$ cat config.mk
export PLATFORM = sky130hd
export DESIGN_NAME = bcd_alu_seq
export DESIGN_NICKNAME = d
export VERILOG_FILES = /design/src/rtl/bcd_pkg.sv /design/src/rtl/bcd_digit_add.sv /design/src/rtl/bcd_alu_seq.sv
export SDC_FILE = /design/constraint.sdc
export NUM_CORES = 1
export LEC_CHECK = 0
export ABC_AREA = 1
export CORE_MARGIN = 2
export CORE_UTILIZATION = 40
export DETAILED_ROUTE_END_ITERATION = 16
export DONT_BUFFER_PORTS = 1
export PLACE_DENSITY = 0.6
export SKIP_LAST_GASP = 1
export SYNTH_ARGS = -nofsm -noshare
export SYNTH_HDL_FRONTEND = slang
export SYNTH_SLANG_ARGS = --single-unit
$ cat constraint.sdc
create_clock -name clk -period 7.7 [get_ports clk]
set_input_delay 0.385 -clock clk [delete_from_list [all_inputs] [get_ports clk]]
set_output_delay 0.385 -clock clk [all_outputs]
set_load 0.01 [all_outputs]
$ cat src/rtl/bcd_pkg.sv
// Shared definitions for the digit-serial BCD add/subtract unit.
// Op encodings, FSM state type and the per-digit nines' complement helper.
package bcd_pkg;

    localparam int DIG_W = 4;

    localparam logic [1:0] OP_ADD = 2'b01;
    localparam logic [1:0] OP_SUB = 2'b10;

    typedef logic [1:0] state_t;

    localparam state_t ST_IDLE = 2'd0;
    localparam state_t ST_RUN  = 2'd1;
    localparam state_t ST_FIX  = 2'd2;
    localparam state_t ST_DONE = 2'd3;

    function automatic logic [DIG_W-1:0] nines(input logic [DIG_W-1:0] d);
        return 4'd9 - d;
    endfunction

endpackage

$ cat src/rtl/bcd_digit_add.sv
// Single BCD digit adder: x + y + cin with decimal adjust.
// Purely combinational; inputs are assumed to be valid digits (0..9).
module bcd_digit_add
    import bcd_pkg::*;
(
    input  logic [DIG_W-1:0] x,
    input  logic [DIG_W-1:0] y,
    input  logic             cin,
    output logic [DIG_W-1:0] digit,
    output logic             cout
);

    logic [DIG_W:0] sum;
    logic [DIG_W:0] sum_adj;

    always_comb begin
        sum     = {1'b0, x} + {1'b0, y} + {{DIG_W{1'b0}}, cin};
        sum_adj = sum;
        cout    = 1'b0;
        if (sum > 5'd9) begin
            sum_adj = sum + 5'd6;
            cout    = 1'b1;
        end
        digit = sum_adj[DIG_W-1:0];
    end

endmodule

$ cat src/rtl/bcd_alu_seq.sv
// Digit-serial packed-BCD add/subtract, LSD first, one digit per clock.
// Results are built by shifting digits in at the MSD end of the result register.
module bcd_alu_seq
    import bcd_pkg::*;
#(
    parameter int NDIG = 4
) (
    input  logic                  clk,
    input  logic                  clear_n,
    input  logic                  start,
    input  logic [1:0]            op,
    input  logic [4*NDIG-1:0]     a,
    input  logic [4*NDIG-1:0]     b,
    output logic                  ready,
    output logic                  done,
    output logic [4*NDIG-1:0]     result,
    output logic                  neg,
    output logic                  ovf,
    output logic                  err
);

    localparam int W  = DIG_W * NDIG;
    localparam int CW = $clog2(NDIG + 1);
    localparam logic [CW-1:0] LAST = CW'(NDIG - 1);

    state_t        state_q, state_d;
    logic [W-1:0]  a_q, a_d;
    logic [W-1:0]  b_q, b_d;
    logic [W-1:0]  res_q, res_d;
    logic [CW-1:0] cnt_q, cnt_d;
    logic          sub_q, sub_d;
    logic          cy_q, cy_d;
    logic          neg_q, neg_d;
    logic          ovf_q, ovf_d;
    logic          err_q, err_d;

    logic             bad_nibble;
    logic             op_ok;
    logic [DIG_W-1:0] x_dig, y_dig, sum_dig;
    logic             sum_cy;
    logic [W-1:0]     res_shift;

    always_comb begin
        bad_nibble = 1'b0;
        for (int i = 0; i < NDIG; i++) begin
            if (a[i*DIG_W +: DIG_W] > 4'd9 || b[i*DIG_W +: DIG_W] > 4'd9)
                bad_nibble = 1'b1;
        end
    end

    assign op_ok = (op == OP_ADD) || (op == OP_SUB);

    // FIX reuses the adder to form the ten's complement of the partial result.
    assign x_dig = (state_q == ST_FIX) ? nines(res_q[DIG_W-1:0]) : a_q[DIG_W-1:0];
    assign y_dig = (state_q == ST_FIX) ? '0
                 : (sub_q ? nines(b_q[DIG_W-1:0]) : b_q[DIG_W-1:0]);

    bcd_digit_add u_dig (
        .x     (x_dig),
        .y     (y_dig),
        .cin   (cy_q),
        .digit (sum_dig),
        .cout  (sum_cy)
    );

    assign res_shift = (res_q >> DIG_W) | (W'(sum_dig) << (W - DIG_W));

    always_comb begin
        state_d = state_q;
        a_d     = a_q;
        b_d     = b_q;
        res_d   = res_q;
        cnt_d   = cnt_q;
        sub_d   = sub_q;
        cy_d    = cy_q;
        neg_d   = neg_q;
        ovf_d   = ovf_q;
        err_d   = err_q;
        case (state_q)
            ST_IDLE: begin
                if (start) begin
                    a_d   = a;
                    b_d   = b;
                    sub_d = (op == OP_SUB);
                    cy_d  = (op == OP_SUB);
                    res_d = '0;
                    cnt_d = '0;
                    neg_d = 1'b0;
                    ovf_d = 1'b0;
                    err_d = 1'b0;
                    if (!op_ok || bad_nibble) begin
                        err_d   = 1'b1;
                        state_d = ST_DONE;
                    end else begin
                        state_d = ST_RUN;
                    end
                end
            end
            ST_RUN: begin
                a_d   = a_q >> DIG_W;
                b_d   = b_q >> DIG_W;
                res_d = res_shift;
                cy_d  = sum_cy;
                cnt_d = cnt_q + CW'(1);
                if (cnt_q == LAST) begin
                    cnt_d = '0;
                    if (!sub_q) begin
                        ovf_d   = sum_cy;
                        state_d = ST_DONE;
                    end else if (sum_cy) begin
                        state_d = ST_DONE;
                    end else begin
                        // No end-around carry means A<B: complement the digits.
                        neg_d   = 1'b1;
                        cy_d    = 1'b1;
                        state_d = ST_FIX;
                    end
                end
            end
            ST_FIX: begin
                res_d = res_shift;
                cy_d  = sum_cy;
                cnt_d = cnt_q + CW'(1);
                if (cnt_q == LAST) begin
                    cnt_d   = '0;
                    state_d = ST_DONE;
                end
            end
            ST_DONE: state_d = ST_IDLE;
            default: state_d = ST_IDLE;
        endcase
    end

    always_ff @(posedge clk or negedge clear_n) begin
        if (!clear_n) begin
            state_q <= ST_IDLE;
            a_q     <= '0;
            b_q     <= '0;
            res_q   <= '0;
            cnt_q   <= '0;
            sub_q   <= 1'b0;
            cy_q    <= 1'b0;
            neg_q   <= 1'b0;
            ovf_q   <= 1'b0;
            err_q   <= 1'b0;
        end else begin
            state_q <= state_d;
            a_q     <= a_d;
            b_q     <= b_d;
            res_q   <= res_d;
            cnt_q   <= cnt_d;
            sub_q   <= sub_d;
            cy_q    <= cy_d;
            neg_q   <= neg_d;
            ovf_q   <= ovf_d;
            err_q   <= err_d;
        end
    end

    assign ready  = (state_q == ST_IDLE);
    assign done   = (state_q == ST_DONE);
    assign result = res_q;
    assign neg    = neg_q;
    assign ovf    = ovf_q;
    assign err    = err_q;

endmodule
==> results of run 1 <==
[metal layers]
metal / share of wire / vias to the layer above
met1: 0.46 / 1103
met4: 0.0057 / 0
met3: 0.064 / 4
met2: 0.48 / 66
met5: 0 / -
li1: - / 1180
[registers in the layout, summed over array words and instances, names as in the netlist]
signal	cells
a_q	16
b_q	16
cnt_q	3
cy_q	1
err	1
neg	1
ovf	1
result	16
state_q	2
sub_q	1
[where the power goes]
| part | switching, mW | total (mW) | internal, mW |
|---|---|---|---|
| registers | 0.112 | 0.567 | 0.455 |
| logic | 0.613 | 0.967 | 0.354 |
| clock network | 0.123 | 0.289 | 0.167 |
| total | 0.848 | 1.82 | 0.975 |
[cell families after synthesis]
family / Yosys count / share of synthesized area
adder cells (fa/ha/maj): 16 / 0.07116
XOR/XNOR: 2 / 0.008277
AND/OR/NAND/NOR: 135 / 0.1771
buffers and inverters: 63 / 0.09019
flip-flops: 58 / 0.4799
AO/OA/AOI/OAI: 85 / 0.1734
[critical path, cell delays in order (launching register included)]
cell     delay [ns]
dfrtp_1        0.44
inv_1          0.11
ha_1           0.31
o21ai_0        0.27
fa_1           0.21
inv_1          0.06
fa_1           0.43
a21o_1         0.18
a21oi_1        0.31
nand2_2        0.15
inv_2          0.08
nand2_1        0.04
nand3_1        0.06
o21ai_1        0.06
[per-stage QoR]
| stage | util | hold slack (ns) | setup slack, ns | cell area, um2 | power, mW |
|---|---|---|---|---|---|
| floorplan | - | 0.08941 | 5.116 | 3024 | 1.361 |
| global placement | 0.4226 | 0.09196 | 5.018 | 3082 | 1.515 |
| detailed placement | 0.4226 | 0.09167 | 4.915 | 3082 | 1.535 |
| CTS | 0.4559 | 0.1691 | 4.921 | 3324 | 1.836 |
| global route | 0.4559 | 0.1778 | 4.624 | 3324 | 2.015 |
| finish | 0.4559 | 0.1896 | 4.860 | 3324 | 1.823 |
[timing repair]
item,CTS,global route
hold buffers,2,0
gates resized for setup,0,0
endpoints found under the hold margin,58,0
buffers inserted,0,0
[path summary, 6_finish.rpt]
path	start	to	slack, ns	cells after the start
min in group asynchronous	clear_n	b_q[7]	0.61	2
max in group asynchronous	clear_n	state_q[1]	6.83	2
worst min register to register	cnt_q[2]	cnt_q[2]	0.49	1
worst max-delay path	state_q[0]	result[13]	4.86	13
worst max register to register	state_q[0]	result[13]	4.86	13
worst min-delay path	a[13]	a_q[13]	0.19	1
[layout make-up]
class | count | share of cell area
flip-flops and latches | 58 | 0.4366
multi-input cells | 238 | 0.3933
inverters | 49 | 0.05533
clock buffers | 12 | 0.04667
well taps | 99 | 0.03726
repair buffers | 4 | 0.01581
clock inverters | 4 | 0.01505
[layout by cell type, fill, tap and decap left out, types with 2 or more instances in the layout]
cell        instances
nand2_1            88
dfrtp_1            58
inv_1              45
nor2_1             32
a31oi_1            25
o21ai_0            22
ha_1               14
o22ai_1            11
clkbuf_8           11
a21oi_1            10
nand3_1             8
a22o_1              5
inv_2               4
o21a_1              3
o21ai_1             3
nor3_1              2
fa_1                2
clkinvlp_4          2
buf_4               2
==> impl_results.md, run 1 <==
* Final Cycle Share at 0.3688
* Post-route ant nets at 0
* Post-synth top area share at 0.4799
* Die area at 0.008272 mm2
* Area grow syn2layout at 9.930%
* Fin cells at 464
* Final hold violations at 0
* # diodes at 0
* Row count at 31
* Layout fillers at 754
* Iteration-0 DRC Markers at 64
* Slew @ Worst Pin at 0.4835 ns
* Global Route met3 Usage at 0.06224
* DRT Pass-1 Iters at 4
* Clock transition at the registers of the reported paths at 0.07 ns
* Setup-failing EPs final at 0
* Worst slew margin at 0.6772
* Peak supply drop at 0.2061 mV
* Leakage Power at 1.596 nW
* First-pass GRT wire length at 11410 um
* Placed cells at 446
* Fin Setup TNS at 0 ns
* PwrDens at 548.3 mW/mm2
* Clk_lat worst skew at 0.33 ns
* Top post-synthesis cells by area: dfrtp_1 (48%), nand2_1 (11%), ha_1 (5.8%), inv_1 (5.6%), a31oi_1 (5.2%)
* Vias in the first global route at 2394
* Most numerous cell in the Yosys netlist: nand2_1
* Fin. max-slew vios at 0
* IO Pins at 58
* Inserted Clock Buffers at 9
* Leading area contributor after synthesis: dfrtp_1
* Number of flops mapped to enable cells by yosys at 0
* Post-synth top flop: dfrtp_1
* Asr flop ratio synth at 1.000
* Post-synthesis sequential area ratio at 0.4799
* Largest net degree at the start of global routing at 59
* Die Wd at 90.95 um
* Outcome: completed
* Skew final at 0.008661 ns
* Peak-usage layer in the global routing report: met2
* Max Root-Sink Buffers at 2
* GR Util All Layers at 0.1718
* Max-cap violations at 0
* DP Wirelength at 4749 um
* Area of the multi-input gates at 0.001308 mm2
* RSZ-0062 raised after global routing: false
* Wire per inst at 14.41 um
* CTS tree: built
* Synthesized flop and latch total at 58
* Routing usage on met1 at 0.2150
* GRT met2 Usage at 0.2889
* Gr ovfl total at 0
* Setup CP Type: reg -> reg
* Max frequency at 352.1 MHz
* Critical Path Start Type: register
* CP max FO at 10
* Layout cell share with drive strength beyond 1 at 0.07671
* Register area at 0.001451 mm2
* DRC at 0
* YS warnings at 0
* Synthesized area at 0.003024 mm2
* Syn_nets at 412
* Initial antenna violation count at 0
* Syn avg cell area at 8.424 um2
* Clock period minus worst slack at 2.840 ns
* CP Capture Type: register
* Core Region at 0.007292 mm2
* Die H at 90.95 um
* Crit path arrival time at 3.05 ns
* Root buf cell: clkbuf_8
* Clock sink count at 58
* Final Net Count at 413
* Routed WL at 6688 um
* Synth cell count leaders: nand2_1 (88), dfrtp_1 (58), inv_1 (45), nor2_1 (32), a31oi_1 (25)
* Starting Density at 0.4147
* Synth Instances at 359
* CP Data Required Time at 7.91 ns
* Post-synth cell types at 34
* Input/output buffers at 0
* DR vias at 2353
* DR vias/cell at 5.071
* Worst hold path type: in -> reg
* # H-tree levels at 3
* GPL Wtd Cong at 0.8558
Note: power is estimated with default switching activity, not from simulation.
==> inputs of run 2 (changes only) <==
PLACE_DENSITY = 0.62   (was 0.6)
clock period = 2.6 ns   (was 7.7 ns; I/O delays follow)
==> impl_results.md, run 2 (synthesized netlist as in run 1, its figures left out) <==
* Root buf cell: clkbuf_8
* IO Pins at 58
* Setup-failing EPs final at 0
* Row count at 31
* Layout fillers at 710
* Dpl ws at 0.004636 ns
* Skew final at 0.009397 ns
* RSZ-0062 raised after global routing: false
* Clock sink count at 58
* First-pass GRT wire length at 11990 um
* Fin Setup TNS at 0 ns
* Fin. max-slew vios at 0
* Crit path arrival time at 2.73 ns
* Input/output buffers at 0
* Max frequency at 397.7 MHz
* DR vias/cell at 5.055
* Final Net Count at 456
* Hold slack at 0.09415 ns
* Inserted Clock Buffers at 9
* Setup slack after layout at 0.08574 ns
* Final hold violations at 0
* # H-tree levels at 3
* CP Capture Type: register
* Register area at 0.001453 mm2
* Starting Density at 0.4147
* Slew @ Worst Pin at 0.6058 ns
* Wire per inst at 14.25 um
* Most frequent cells in the layout: nand2_1 (88), dfrtp_1 (57), inv_1 (42), dlygate4sd3_1 (33), nor2_1 (32)
* Layout cell share with drive strength beyond 1 at 0.1201
* DR vias at 2563
* # diodes at 0
* Die Wd at 90.95 um
* Clock period minus worst slack at 2.514 ns
* Die area at 0.008272 mm2
* Routed WL at 7226 um
* R2r worst-path depth at 11
* Core Region at 0.007292 mm2
* DRT Pass-1 Iters at 5
* Leakage Power at 1.807 nW
* Post-route ant nets at 0
* Area of the multi-input gates at 0.001348 mm2
* Gr ovfl total at 0
* Largest net degree at the start of global routing at 59
* CP max FO at 7
* Worst hold path type: in -> reg
* Clk_lat worst skew at 0.34 ns
* Core Util, Final at 0.5233
* CP Data Required Time at 2.82 ns
* GR Util All Layers at 0.1840
* GPL Wtd Cong at 0.8494
* PwrDens at 1607 mW/mm2
* Die H at 90.95 um
* Area grow syn2layout at 26.19%
* Critical Path Start Type: register
* Max-cap violations at 0
* CTS tree: built
* DRC at 0
* Clock transition at the registers of the reported paths at 0.07 ns
* Vias in the first global route at 2575
* Setup CP Type: reg -> reg
* Final Cycle Share at 0.9670
* DP Wirelength at 4867 um
* Iteration-0 DRC Markers at 99
* Worst Hold Depth at 2
* Most common cell after layout, fill and taps aside: nand2_1
* Outcome: completed
* Worst slew margin at 0.5946
* Initial antenna violation count at 0
* Peak supply drop at 0.7790 mV
* Max Root-Sink Buffers at 2
-- run 2: final timing paths --
check                      startpoint          to  slack (ns)
setup / recovery           state_q[1]  result[14]        0.09
hold / removal                  start       sub_q        0.09
setup reg to reg           state_q[1]  result[14]        0.09
hold reg to reg              cnt_q[2]    cnt_q[2]        0.49
max in group asynchronous     clear_n         err        1.99
min in group asynchronous     clear_n      b_q[3]        0.34
-- run 2: area by class of cell --
class / instances / share of cell area
well taps: 99 / 0.03246
multi-input cells: 238 / 0.3531
flip-flops and latches: 58 / 0.3807
repair buffers: 47 / 0.1193
clock inverters: 4 / 0.02557
clock buffers: 12 / 0.04066
inverters: 49 / 0.04820
-- run 2: worst max-delay path: stages, from the launching register on --
cell     delay, ns
dfrtp_2       0.44
ha_4          0.19
o21ai_0       0.24
fa_2          0.25
inv_2         0.05
fa_2          0.58
inv_2         0.05
buf_4         0.12
ha_1          0.27
nand2_1       0.05
nand3_1       0.08
o21ai_1       0.07
-- run 2: metrics by stage --
stage | instance area (um2) | total power, mW | cells
after floorplan | 3024 | 4.031 | 359
after global placement | 3134 | 4.558 | 453
after detailed placement | 3134 | 4.624 | 453
after CTS | 3755 | 5.770 | 504
after global routing | 3816 | 6.694 | 507
final | 3816 | 6.134 | 507
-- run 2: routing by layer --
metal / up-vias / share of wire / GRT usage
li1: 1269 / - / -
met1: 1201 / 0.43 / 0.2163
met2: 82 / 0.49 / 0.3049
met3: 11 / 0.064 / 0.07137
met4: 0 / 0.015 / 0.06818
met5: - / 0 / 0
-- run 2: where the power goes --
part | switching (mW) | internal [mW]
Sequential | 0.324 | 1.35
Clock | 0.360 | 0.689
Combinational | 2.02 | 1.39
Total | 2.70 | 3.43
-- run 2: what timing repair did --
action	CTS	global route
hold buffers	34	0
gates resized for setup	1	13
pin swaps	0	3
gates cloned	0	0
setup endpoints to repair	3	7
endpoints found under the hold margin	90	0
buffers inserted	1	3
==> inputs of run 3 (changes only) <==
==> constraint.sdc (replaced) <==
create_clock -name clk -period 2.6 [get_ports clk]
set_input_delay 0.52 -clock clk [delete_from_list [all_inputs] [get_ports clk]]
set_output_delay 0.52 -clock clk [all_outputs]
set_load 0.01 [all_outputs]
==> impl_results.md, run 3 (synthesized netlist as in run 1, its figures left out) <==
* Iteration-0 DRC Markers at 89
* Most common cell after layout, fill and taps aside: nand2_1
* Slew @ Worst Pin at 0.5952 ns
* Area grow syn2layout at 15.27%
* DP Wirelength at 4867 um
* DRC at 0
* Fin cells at 474
* Die area at 0.008272 mm2
* Routed WL at 6775 um
* CP max FO at 7
* Most frequent cells in the layout: nand2_1 (88), dfrtp_1 (57), inv_1 (42), nor2_1 (32), a31oi_1 (25)
* Max frequency at 397.1 MHz
* PwrDens at 1740 mW/mm2
* Starting Density at 0.4147
* Input/output buffers at 0
* Area of the multi-input gates at 0.001348 mm2
* Clk_lat worst skew at 0.34 ns
* DRT Pass-1 Iters at 5
* Layout cell share with drive strength beyond 1 at 0.1307
* Dpl ws at 0.004636 ns
* GR Util All Layers at 0.1726
* Placed Area at 0.003134 mm2
* Cell family with most CP delay: adder cells
* Root buf cell: clkbuf_8
* Crit path arrival time at 2.73 ns
* Skew final at 0.009010 ns
* CTS tree: built
* Register area at 0.001453 mm2
* Max-cap violations at 0
* Clock period minus worst slack at 2.518 ns
* Setup CP Type: reg -> reg
* Core Region at 0.007292 mm2
* Layout fillers at 732
* Initial antenna violation count at 0
* CP Buf/Inv Count at 3
* Largest net degree at the start of global routing at 59
* GPL Wtd Cong at 0.8494
* Wire per inst at 14.29 um
* Final instance area at 0.003486 mm2
* CP Capture Type: register
* Clock sink count at 58
* Worst hold path type: in -> async
* Placed cells at 453
* DR vias/cell at 5.103
* Setup slack after layout at 0.08185 ns
* Gr ovfl total at 0
* Row count at 31
* IO Pins at 58
* Peak supply drop at 0.7745 mV
* Final hold violations at 0
* First-pass GRT wire length at 11130 um
* Leakage Power at 1.669 nW
* Outcome: completed
* # H-tree levels at 3
* Cell Chain, Critical Path: ha_4 > o21ai_0 > fa_2 > inv_2 > fa_2 > inv_2 > buf_4 > ha_1 > nand2_1 > nand3_1 > o21ai_1
* Final Cycle Share at 0.9685
* Max Root-Sink Buffers at 2
* RSZ-0062 raised after global routing: false
* Fin Setup TNS at 0 ns
* Die Wd at 90.95 um
* Die H at 90.95 um
* Setup-failing EPs final at 0
* Slowest cell on crit path: fa_2
* Critical Path Start Type: register
* Worst slew margin at 0.6017
* CP Data Required Time at 2.81 ns
* Vias in the first global route at 2351
* Post-route ant nets at 0
* Inserted Clock Buffers at 9
* Clock transition at the registers of the reported paths at 0.07 ns
* # diodes at 0
* Fin. max-slew vios at 0
* Final Net Count at 423
* DR vias at 2419
* CP peak stage delay at 0.58 ns
==> run 3: changes by cell type in the layout (fill, tap and decap cells not counted) <==
cell	change
dlygate4sd3_1	-33
==> run 3: what timing repair did <==
item                                    in CTS  in global routing
pin swaps                                    0                  3
hold endpoints to repair                    58                  0
setup buffers                                1                  3
resized for setup                            1                 13
endpoints found under the setup margin       3                  7
hold buffers                                 1                  0
==> run 3: path summary, 6_finish.rpt <==
check,start,end,slack [ns],cells past startpoint
setup / recovery,state_q[1],result[14],0.08,11
hold reg to reg,b_q[13],b_q[13],0.49,2
setup reg to reg,state_q[1],result[14],0.08,11
min in group clk,b[12],b_q[12],0.32,1
max in group asynchronous,clear_n,result[4],2.31,1
hold / removal,clear_n,state_q[1],0.05,1
==> run 3: final cells by class <==
cell class | count | share of cell area
clock buffer | 12 | 0.04451
sequential | 58 | 0.4167
multi-input combinational | 238 | 0.3866
clock inverter | 4 | 0.02800
timing repair buffer | 14 | 0.03589
inverter | 49 | 0.05276
tap | 99 | 0.03553
==> run 3: worst reg2reg max path, cell delays in order, from the launching register on <==
cell and delay [ns]:
dfrtp_2 0.44, ha_4 0.19, o21ai_0 0.24, fa_2 0.25, inv_2 0.05, fa_2 0.58, inv_2 0.05, buf_4 0.12
ha_1 0.27, nand2_1 0.05, nand3_1 0.08, o21ai_1 0.07
==> run 3: metal layers <==
metal / wire length (um) / global-route usage / up-vias
li1: - / - / 1202
met1: 2905 / 0.2028 / 1125
met2: 3201 / 0.2759 / 79
met3: 530 / 0.08050 / 13
met4: 138 / 0.06439 / 0
met5: 0 / 0 / -
==> run 3: per-stage QoR <==
step,power [mW],util,hold slack [ns]
2_1_floorplan,4.031,-,0.2244
3_3_place_gp,4.558,0.4298,0.2272
3_5_place_dp,4.624,0.4298,0.2271
4_1_cts,5.729,0.4696,0.04460
5_1_grt,6.630,0.4780,0.04104
6_report,6.066,0.4780,0.04911
==> run 3: power breakdown <==
group	internal [mW]	switching, mW
registers	1.35	0.320
clock network	0.689	0.353
logic	1.36	1.99
total	3.40	2.67
